==> src/rtl/l1_refill_responder_pkg.sv <==
// Shared types and constants for the fine-grained multithreaded core's L1 refill path.
package fgmt;

    localparam int WIDTH            = 32;
    localparam int block_size       = 4;
    localparam int TID_bits         = 2;
    localparam int THREAD_POOL_SIZE = 4;
    localparam int BEAT_BITS        = 2;

    typedef struct packed {
        logic [TID_bits-1:0] tid;
        logic [WIDTH-5:0]    line_addr;
    } refill_req_t;

    typedef enum logic [1:0] {
        IDLE,
        ISSUE,
        WAIT,
        RESP
    } refill_state_t;

    // Byte address of one word inside a 16-byte line.
    function automatic logic [WIDTH-1:0] beatAddr(input logic [WIDTH-5:0] lineAddr,
                                                   input logic [BEAT_BITS-1:0] beat);
        return {lineAddr, beat, 2'b00};
    endfunction

endpackage

==> src/rtl/l1_refill_responder_if.sv <==
// Signal bundle joining the refill responder to the L1 request/response port and the backing memory.
interface l1_refill_responder_if;
    import fgmt::*;

    logic                             req_valid;
    logic                             req_ready;
    logic [TID_bits-1:0]              req_tid;
    logic [WIDTH-1:0]                 req_addr;

    logic                             mem_rd_en;
    logic [WIDTH-1:0]                 mem_addr;
    logic                             mem_rd_valid;
    logic [WIDTH-1:0]                 mem_rd_data;

    logic                             resp_valid;
    logic                             resp_ready;
    logic [TID_bits-1:0]              resp_tid;
    logic [WIDTH*block_size-1:0]      resp_line;

    logic [THREAD_POOL_SIZE-1:0]      pending;

    modport slave (
        input  req_valid, req_tid, req_addr, mem_rd_valid, mem_rd_data, resp_ready,
        output req_ready, mem_rd_en, mem_addr, resp_valid, resp_tid, resp_line, pending
    );

    modport master (
        output req_valid, req_tid, req_addr, mem_rd_valid, mem_rd_data, resp_ready,
        input  req_ready, mem_rd_en, mem_addr, resp_valid, resp_tid, resp_line, pending
    );

endinterface

==> src/rtl/l1_refill_responder_req_fifo.sv <==
// In-order queue of accepted refill requests; depth equals the thread count so it cannot overflow.
module refill_req_fifo
    import fgmt::*;
(
    input  logic        clk,
    input  logic        rst,
    input  logic        i_push,
    input  refill_req_t i_pushData,
    input  logic        i_pop,
    output refill_req_t o_head,
    output logic        o_empty,
    output logic        o_full
);

    localparam int PTR_W = $clog2(THREAD_POOL_SIZE);
    localparam logic [PTR_W:0] DEPTH = (PTR_W + 1)'(THREAD_POOL_SIZE);

    refill_req_t      r_mem [THREAD_POOL_SIZE];
    logic [PTR_W-1:0] r_wrPtr;
    logic [PTR_W-1:0] r_rdPtr;
    logic [PTR_W:0]   r_count;
    logic             w_doPush;
    logic             w_doPop;

    assign w_doPush = i_push & ~o_full;
    assign w_doPop  = i_pop & ~o_empty;
    assign o_empty  = (r_count == '0);
    assign o_full   = (r_count == DEPTH);
    assign o_head   = r_mem[r_rdPtr];

    always_ff @(posedge clk) begin
        if (rst) begin
            r_wrPtr <= '0;
            r_rdPtr <= '0;
            r_count <= '0;
        end else begin
            if (w_doPush) begin
                r_wrPtr <= r_wrPtr + 1'b1;
            end
            if (w_doPop) begin
                r_rdPtr <= r_rdPtr + 1'b1;
            end
            case ({w_doPush, w_doPop})
                2'b10:   r_count <= r_count + 1'b1;
                2'b01:   r_count <= r_count - 1'b1;
                default: r_count <= r_count;
            endcase
        end
    end

    // Storage needs no reset: entries are only read while counted as valid.
    always_ff @(posedge clk) begin
        if (w_doPush) begin
            r_mem[r_wrPtr] <= i_pushData;
        end
    end

endmodule

==> src/rtl/l1_refill_responder.sv <==
// Serves L1 line refills in arrival order, reading four words per line from a word-wide memory.
module l1_refill_responder
    import fgmt::*;
(
    input logic                  clk,
    input logic                  rst,
    l1_refill_responder_if.slave bus
);

    localparam int WORD_W   = WIDTH;
    localparam int BEATS    = block_size;
    localparam int TID_W    = TID_bits;
    localparam int NTHREADS = THREAD_POOL_SIZE;
    localparam logic [BEAT_BITS-1:0] LAST_BEAT = BEAT_BITS'(BEATS - 1);

    refill_state_t                r_state;
    refill_state_t                w_stateNext;
    logic [BEAT_BITS-1:0]         r_beat;
    logic [BEAT_BITS-1:0]         w_beatNext;
    logic [BEATS-1:0][WORD_W-1:0] r_line;
    logic [NTHREADS-1:0]          r_pending;

    refill_req_t                  w_pushData;
    refill_req_t                  w_head;
    logic                         w_empty;
    logic                         w_full;
    logic                         w_reqReady;
    logic                         w_accept;
    logic                         w_pop;
    logic                         w_capture;
    logic                         w_memRdEn;
    logic [WORD_W-1:0]            w_memAddr;
    logic                         w_respValid;
    logic [TID_W-1:0]             w_respTid;
    logic                         w_unusedAddrBits;

    // A thread with a refill in flight stays blocked until the cycle after its handshake.
    assign w_reqReady = ~r_pending[bus.req_tid] & ~w_full;
    assign w_accept   = bus.req_valid & w_reqReady;
    assign w_pushData = '{tid: bus.req_tid, line_addr: bus.req_addr[WORD_W-1:4]};
    assign w_unusedAddrBits = &{1'b0, bus.req_addr[3:0]};

    refill_req_fifo u_reqFifo (
        .clk        (clk),
        .rst        (rst),
        .i_push     (w_accept),
        .i_pushData (w_pushData),
        .i_pop      (w_pop),
        .o_head     (w_head),
        .o_empty    (w_empty),
        .o_full     (w_full)
    );

    always_comb begin
        w_stateNext = r_state;
        w_beatNext  = r_beat;
        w_memRdEn   = 1'b0;
        w_memAddr   = '0;
        w_respValid = 1'b0;
        w_respTid   = '0;
        w_capture   = 1'b0;
        w_pop       = 1'b0;
        unique case (r_state)
            IDLE: begin
                if (!w_empty) begin
                    w_stateNext = ISSUE;
                    w_beatNext  = '0;
                end
            end
            ISSUE: begin
                w_memRdEn   = 1'b1;
                w_memAddr   = beatAddr(w_head.line_addr, r_beat);
                w_stateNext = WAIT;
            end
            WAIT: begin
                if (bus.mem_rd_valid) begin
                    w_capture = 1'b1;
                    if (r_beat == LAST_BEAT) begin
                        w_stateNext = RESP;
                    end else begin
                        w_beatNext  = r_beat + 1'b1;
                        w_stateNext = ISSUE;
                    end
                end
            end
            RESP: begin
                w_respValid = 1'b1;
                w_respTid   = w_head.tid;
                if (bus.resp_ready) begin
                    w_pop       = 1'b1;
                    w_stateNext = IDLE;
                end
            end
            default: begin
                w_stateNext = IDLE;
            end
        endcase
    end

    // Read data is only taken in WAIT, so stray or late memory responses cannot touch the line.
    always_ff @(posedge clk) begin
        if (rst) begin
            r_state <= IDLE;
            r_beat  <= '0;
            r_line  <= '0;
        end else begin
            r_state <= w_stateNext;
            r_beat  <= w_beatNext;
            if (w_capture) begin
                r_line[r_beat] <= bus.mem_rd_data;
            end
        end
    end

    always_ff @(posedge clk) begin
        if (rst) begin
            r_pending <= '0;
        end else begin
            if (w_pop) begin
                r_pending[w_head.tid] <= 1'b0;
            end
            if (w_accept) begin
                r_pending[bus.req_tid] <= 1'b1;
            end
        end
    end

    assign bus.req_ready  = w_reqReady;
    assign bus.mem_rd_en  = w_memRdEn;
    assign bus.mem_addr   = w_memAddr;
    assign bus.resp_valid = w_respValid;
    assign bus.resp_tid   = w_respTid;
    assign bus.resp_line  = r_line;
    assign bus.pending    = r_pending;

endmodule

==> src/flat_wrapper.sv <==
// flat-port wrapper written by rule: the top's interface ports become plain ports
module l1_refill_responder_flat import fgmt::*;
  (clk, rst, bus_req_valid, bus_req_tid, bus_req_addr, bus_mem_rd_valid, bus_mem_rd_data, bus_resp_ready, bus_req_ready, bus_mem_rd_en, bus_mem_addr, bus_resp_valid, bus_resp_tid, bus_resp_line, bus_pending);
  l1_refill_responder_if bus_i ();
  input logic clk;
  input logic rst;
  input wire logic [$bits(bus_i.req_valid)-1:0] bus_req_valid;
  input wire logic [$bits(bus_i.req_tid)-1:0] bus_req_tid;
  input wire logic [$bits(bus_i.req_addr)-1:0] bus_req_addr;
  input wire logic [$bits(bus_i.mem_rd_valid)-1:0] bus_mem_rd_valid;
  input wire logic [$bits(bus_i.mem_rd_data)-1:0] bus_mem_rd_data;
  input wire logic [$bits(bus_i.resp_ready)-1:0] bus_resp_ready;
  output wire logic [$bits(bus_i.req_ready)-1:0] bus_req_ready;
  output wire logic [$bits(bus_i.mem_rd_en)-1:0] bus_mem_rd_en;
  output wire logic [$bits(bus_i.mem_addr)-1:0] bus_mem_addr;
  output wire logic [$bits(bus_i.resp_valid)-1:0] bus_resp_valid;
  output wire logic [$bits(bus_i.resp_tid)-1:0] bus_resp_tid;
  output wire logic [$bits(bus_i.resp_line)-1:0] bus_resp_line;
  output wire logic [$bits(bus_i.pending)-1:0] bus_pending;
  assign bus_i.req_valid = bus_req_valid;
  assign bus_i.req_tid = bus_req_tid;
  assign bus_i.req_addr = bus_req_addr;
  assign bus_i.mem_rd_valid = bus_mem_rd_valid;
  assign bus_i.mem_rd_data = bus_mem_rd_data;
  assign bus_i.resp_ready = bus_resp_ready;
  assign bus_req_ready = bus_i.req_ready;
  assign bus_mem_rd_en = bus_i.mem_rd_en;
  assign bus_mem_addr = bus_i.mem_addr;
  assign bus_resp_valid = bus_i.resp_valid;
  assign bus_resp_tid = bus_i.resp_tid;
  assign bus_resp_line = bus_i.resp_line;
  assign bus_pending = bus_i.pending;
  l1_refill_responder u_core (.clk(clk), .rst(rst), .bus(bus_i));
endmodule
==> config.mk <==
export PLATFORM = sky130hd
export DESIGN_NAME = l1_refill_responder_flat
export DESIGN_NICKNAME = d
export VERILOG_FILES = /design/src/rtl/l1_refill_responder_pkg.sv /design/src/rtl/l1_refill_responder_if.sv /design/src/rtl/l1_refill_responder_req_fifo.sv /design/src/rtl/l1_refill_responder.sv /design/src/flat_wrapper.sv
export SDC_FILE = /design/constraint.sdc
export NUM_CORES = 1
export LEC_CHECK = 0
export ABC_AREA = 0
export BUFFER_PORTS_ARGS = -buffer_cell sky130_fd_sc_hd__buf_4
export CORE_ASPECT_RATIO = 1.4
export CORE_MARGIN = 1.5
export CORE_UTILIZATION = 35
export CTS_CLUSTER_SIZE = 12
export DETAILED_ROUTE_END_ITERATION = 12
export PLACE_DENSITY = 0.68
export SLEW_MARGIN = 20
export SYNTH_ARGS = -nofsm -noshare
export SYNTH_HDL_FRONTEND = slang
export SYNTH_HIERARCHICAL = 1
export SYNTH_SLANG_ARGS = --single-unit
==> constraint.sdc <==
create_clock -name clk -period 3 [get_ports clk]
set_clock_uncertainty 0.15 [all_clocks]
set_input_delay 0.6 -clock clk [delete_from_list [all_inputs] [get_ports clk]]
set_output_delay 0.6 -clock clk [all_outputs]
set_load 0.01 [all_outputs]
Word-level counts from Yosys, hierarchy flattened --
Memories as Yosys holds them, arrays and structs flattened. A register that Yosys moved wholly into a read port is not among the register bits. Index checks and enable logic that the tools add are counted.
Storage, ports and cells: memory bits (writable) 120, register bits after elaboration 143, input port bits 71, memories kept 1, word-level logic and storage cells 86, output and inout bits 169
Memory list:
- u_core.u_reqFifo.r_mem | depth 4, bits a word 30, rd ports 1, clocked after memory_dff 1, wr ports 1, RTL line l1_refill_responder_req_fifo.sv:18 | refill_req_t r_mem [THREAD_POOL_SIZE];
Cells by class: equality and inequality tests 11, reduce and logical (&&, ||, !) cells 9, muxes and demuxes 34, order comparisons 6, add/subtract/negate cells 5, bitwise gates (word level) 10
Operators with widths (number):
- 128-bit bitwise mux | 1
- 32-bit demux with 2-bit select | 1
- 32-bit two-way mux | 2
- 2-bit two-way mux | 10
- 4-bit two-way mux | 3
- 1-bit two-way mux | 11
- 2-bit by 3-bit < comparator with 1-bit output (second input constant) | 3
- 2-bit == test (second input constant) | 4
- 2-bit != test (second input constant) | 4
- 2-bit one-hot mux with 4 select lines | 1
- 2-bit by 1-bit adder with 2-bit output (second input constant) | 3
- 2-bit by 1-bit >= comparator with 1-bit output (second input constant) | 3
- 3-bit one-hot mux with 2 select lines | 1
- 1-bit bitwise AND | 4
- 4-bit bitwise AND | 1
- 1-bit demux with 2-bit select | 2
- 2-bit by 1-bit == test with 1-bit output (second input constant) | 2
- 4-bit inverter | 1
- 4-bit OR | 1
- 2-bit one-hot mux with 2 select lines | 1
- 4-bit AND reduction | 1
- 2-bit nonzero test | 2
- 3-bit by 1-bit adder with 3-bit output (second input constant) | 1
- 3-bit == test (second input constant) | 1
- other kinds (7) | 11

Depth between registers and ports, before layout --
depth in word-level cells 10, depth in mapped cells 12, gate-level depth less buffers 12

Cells and area by module --
The synthesis kept the hierarchy.
Modules (own cells, without submodules):
- l1_refill_responder | instances 1, area each 5763.0 um^2, sequential area each 2722.6 um^2, cells each 661
- refill_req_fifo | instances 1, area each 4808.4 um^2, sequential area each 3783.6 um^2, cells each 210

Worst setup path after synthesis --
No wires, ideal clock.
kind input to register, from in bus_req_tid[0], to mem u_core/u_reqFifo/r_mem[1][0] in the netlist's numbering (enable), stages on the path 5, data arrival time 2282 ps, buffers on the path 0, setup slack 178 ps, required time 2460 ps, setup time 390 ps, path through mux4_2 -> nor2_1 -> inv_1 -> nor2_1 -> and2_1
On the way: longest elaborated chain between the ends 8
Ends and longest elaborated chain:
- start, declared | RTL line flat_wrapper.sv:8 | input wire logic [$bits(bus_i.req_tid)-1:0] bus_req_tid;
- 1-bit binary-select mux with 2-bit select | RTL line l1_refill_responder.sv:38 | assign w_reqReady = ~r_pending[bus.req_tid] & ~w_full;
- 1-bit two-way mux (not written as such) | RTL line l1_refill_responder.sv:38
- 1-bit inverter | RTL line l1_refill_responder.sv:38
- 1-bit bitwise AND | RTL line l1_refill_responder.sv:38
- 1-bit bitwise AND | RTL line l1_refill_responder.sv:39 | assign w_accept = bus.req_valid & w_reqReady;
- named net u_core.w_accept | RTL line l1_refill_responder.sv:28 | logic w_accept;
- 1-bit bitwise AND | RTL line l1_refill_responder_req_fifo.sv:25 | assign w_doPush = i_push & ~o_full;
- 1-bit two-way mux | RTL line l1_refill_responder_req_fifo.sv:53 | if (w_doPush) begin
- 1-bit two-way mux (not written as such) | RTL line l1_refill_responder_req_fifo.sv:54 | r_mem[r_wrPtr] <= i_pushData;
- end, declared | RTL line l1_refill_responder_req_fifo.sv:18
The timed path passes the listed nets, and every way through them passes these cells. The select of a mux whose other input is x is not followed.

==> results.yml <==
drt:
  drcViolationCount: 0
  totalWireLength_um: 27370
  detailedRoute.firstPassIterationCount: 4
  routedWlPerCell_um: 18.22
  ant_nets: 0
  vias: 7249
  drt-initial-drc-count: 278
  viasPerCell: 4.826
setup_path:
  start_kind: "flop"
  r2r_start: "u_core/u_reqFifo/r_count[2]"
  critPathKind: "flop to output pin"
  worstRegToRegCells: 12
  crit_fanout: 30
  worstPathArrival_ns: 2.11
  reg2reg_slack_ns: 0.40
  cp.required_ns: 2.25
  r2r-end: "u_core/u_reqFifo/r_count[2]"
  critPathCaptureType: "output pin"
power:
  peakVddDrop_v: 0.0004736
  power.density_mw_per_mm2: 571.3
  leakage_nw: 4.864
  fin_total_pwr_mw: 7.694
sta:
  timing.final.crit_period_ns: 2.856
  final-max-slew-violation-count: 0
  fin_crit_sh_pct: 95.19
  finalSetupViolCount: 0
  final_hold_viol_count: 0
  rsz0062_at_grt: "false"
  fmax_mhz: 350.2
  setup_tns_ns: 0
  worst_pin_slew_ns: 0.6852
  slew_headroom_pct: 54.32
  layout_setup_ws_ns: 0.1444
cells_and_area:
  diodes: 0
  final_area_mm2: 0.01347
  fin_util_pct: 45.13
  area_growth_pct: 27.39
  nNetsFinal: 1178
  layout-drive-gt1-share_pct: 40.56
placed_design:
  placed_cell_area_mm2: 0.01265
  post-dp-hpwl_um: 17320
  port_buffers: 233
  place_ws_ns: 0.2110
  globalplace.congestion: 0.7876
min_path:
  hold_end: "u_core/u_reqFifo/r_mem[3][5]"
  hold_path_startpoint: "bus_req_addr[9]"
  min_path_cells: 1
  hp-class: "input pin to flop"
synthesis:
  yosysSeqAreaShare_pct: 61.55
  synth_ff_type: "dfxtp_1"
  syn-cell-area_mm2: 0.01057
  synth_warnings: 6
  synth_seq_cells: 265
  ys_async_sr_fraction_pct: 0
  avgSynthCellArea_um2: 12.14
  synth-edff-count: 120
  ys_types: 46
  syn_inst: 871
clocking:
  post_cts_resized: 0
  holdBufCountCts: 0
  cts_tree: "yes"
  clock_latency_ns: 0.56
  numCtsBuffers: 27
  clk_pin_slew_worst_paths_ns: 0.06
  htreeDepth: 1
  clock-sinks: 265
  postCtsSetupRepairBufs: 0
  cts_max_path_buffers: 3
  clock-root-buffer: "clkbuf_16"
floorplanning:
  core_area_mm2: 0.02984
  core.rowCount: 75
  die_width_um: 149.9
  start_util_pct: 35.43
  ios: 240
  dieArea_mm2: 0.03127
  die_h_um: 208.6
flow_run:
  maxCapViolations: 0
global_route:
  grt_pass1_vias: 7366
  grt_pass1_wl_um: 41990
  grt_overflow: 0
  grt_max_degree: 64
  track_usage_pct: 17.40
  grt_antenna_before_repair: 0
run_status:
  outcome: "finished clean"
-- layer usage --
| metal | global-route usage [%] | vias up | wire length (um) |
|---|---|---|---|
| met4 | 5.646 | 0 | 629 |
| li1 | - | 3443 | - |
| met2 | 31.11 | 234 | 14060 |
| met5 | 0 | - | 0 |
| met1 | 20.15 | 3528 | 10700 |
| met3 | 4.214 | 44 | 1988 |
-- cells in the final DEF, fill, tap and decap left out, types with 2 or more instances in the layout --
cell / instances
conb_1: 2
edfxtp_1: 120
clkinv_2: 2
nor2_1: 11
buf_12: 6
a21oi_1: 14
clkbuf_16: 27
dfxtp_1: 144
mux4_2: 31
clkbuf_8: 4
nand4b_1: 3
xor2_1: 3
o21ai_0: 6
nor3_2: 2
nand2_1: 260
a21oi_2: 120
or3_1: 5
and4b_1: 4
and2_1: 35
inv_1: 13
ha_1: 9
clkbuf_1: 14
buf_4: 249
and3_1: 2
nand2b_1: 4
-- kinds of logic after synthesis --
logic type | count (synthesis) | synth area share [%]
compound gates | 147 | 11.48
xor+xnor | 3 | 0.2486
fa+ha+maj | 10 | 1.255
buf+inv | 73 | 4.367
flops | 265 | 61.55
mux | 32 | 6.699
other cells | 1 | 0.03547
simple gates | 340 | 14.37
-- cells in the mapped netlist (2+ instances only) --
master	number	share of area (%)
nand2_1	260	9.2
dfxtp_1	145	27
a21oi_2	120	9.9
edfxtp_1	120	34
and2_1	35	2.1
mux4_2	31	6.6
buf_2	24	1.1
buf_6	17	1.8
a21oi_1	14	0.66
inv_1	13	0.46
nor2_1	11	0.39
ha_1	9	1.1
buf_1	8	0.28
buf_4	8	0.57
o21ai_0	6	0.28
or3_1	5	0.30
and4b_1	4	0.38
nand2b_1	4	0.24
clkbuf_1	3	0.11
nand4b_1	3	0.25
xor2_1	3	0.25
and3_1	2	0.12
nor2b_1	2	0.12
nor3_2	2	0.19
-- registers in the layout, indices dropped and copies added (netlist names), named ones only --
| name | count |
|---|---|
| u_core/bus.pending | 4 |
| u_core/bus.resp_line | 128 |
| u_core/r_beat | 2 |
| u_core/r_state | 2 |
| u_core/u_reqFifo/r_count | 3 |
| u_core/u_reqFifo/r_mem | 120 |
| u_core/u_reqFifo/r_rdPtr | 2 |
| u_core/u_reqFifo/r_wrPtr | 2 |
-- worst max path at each step --
stage | slack [ns] | endpoint | cells past startpoint | from
global route | 0.03 | bus_resp_tid[0] | 4 | flop
finish | 0.14 | bus_resp_tid[0] | 4 | flop
floorplan | 0.18 | u_core/u_reqFifo/r_mem[1][0] | 5 | bus_req_tid[0]
detailed placement | 0.21 | u_core/u_reqFifo/r_count[2] | 12 | bus_req_tid[0]
CTS | 0.08 | bus_resp_tid[0] | 4 | flop
global placement | 0.22 | u_core/u_reqFifo/r_count[2] | 12 | bus_req_tid[0]
-- power by group --
| group | switching (mW) | leakage (nW) | internal, mW |
|---|---|---|---|
| logic | 0.345 | 2.20 | 0.264 |
| clock network | 1.38 | 0.400 | 1.78 |
| registers | 0.0391 | 2.27 | 3.89 |
| total | 1.76 | 4.86 | 5.93 |
-- metrics by stage --
stage	cells	hold WS, ns
2_1_floorplan	872	0.3091
3_3_place_gp	1453	0.2947
3_5_place_dp	1453	0.3022
4_1_cts	1502	0.06169
5_1_grt	1502	0.06574
6_report	1502	0.08696
-- area by class of cell --
| class | count | area, um2 |
|---|---|---|
| inverters | 13 | 48.80 |
| multi-input cells | 534 | 3610 |
| clock buffers | 46 | 788.3 |
| repair buffers | 256 | 2001 |
| clock inverters | 3 | 30.03 |
| fillers | 2743 | 16370 |
| flip-flops and latches | 265 | 6507 |
| well taps | 385 | 481.7 |
-- worst max-delay path, cell delays in order, from the launching register on --
cell and delay [ns]:
dfxtp_2 0.34, buf_12 0.25, mux4_2 0.59, and3_1 0.21
buf_4 0.15
No activity file was read; power rests on OpenSTA's default activity.
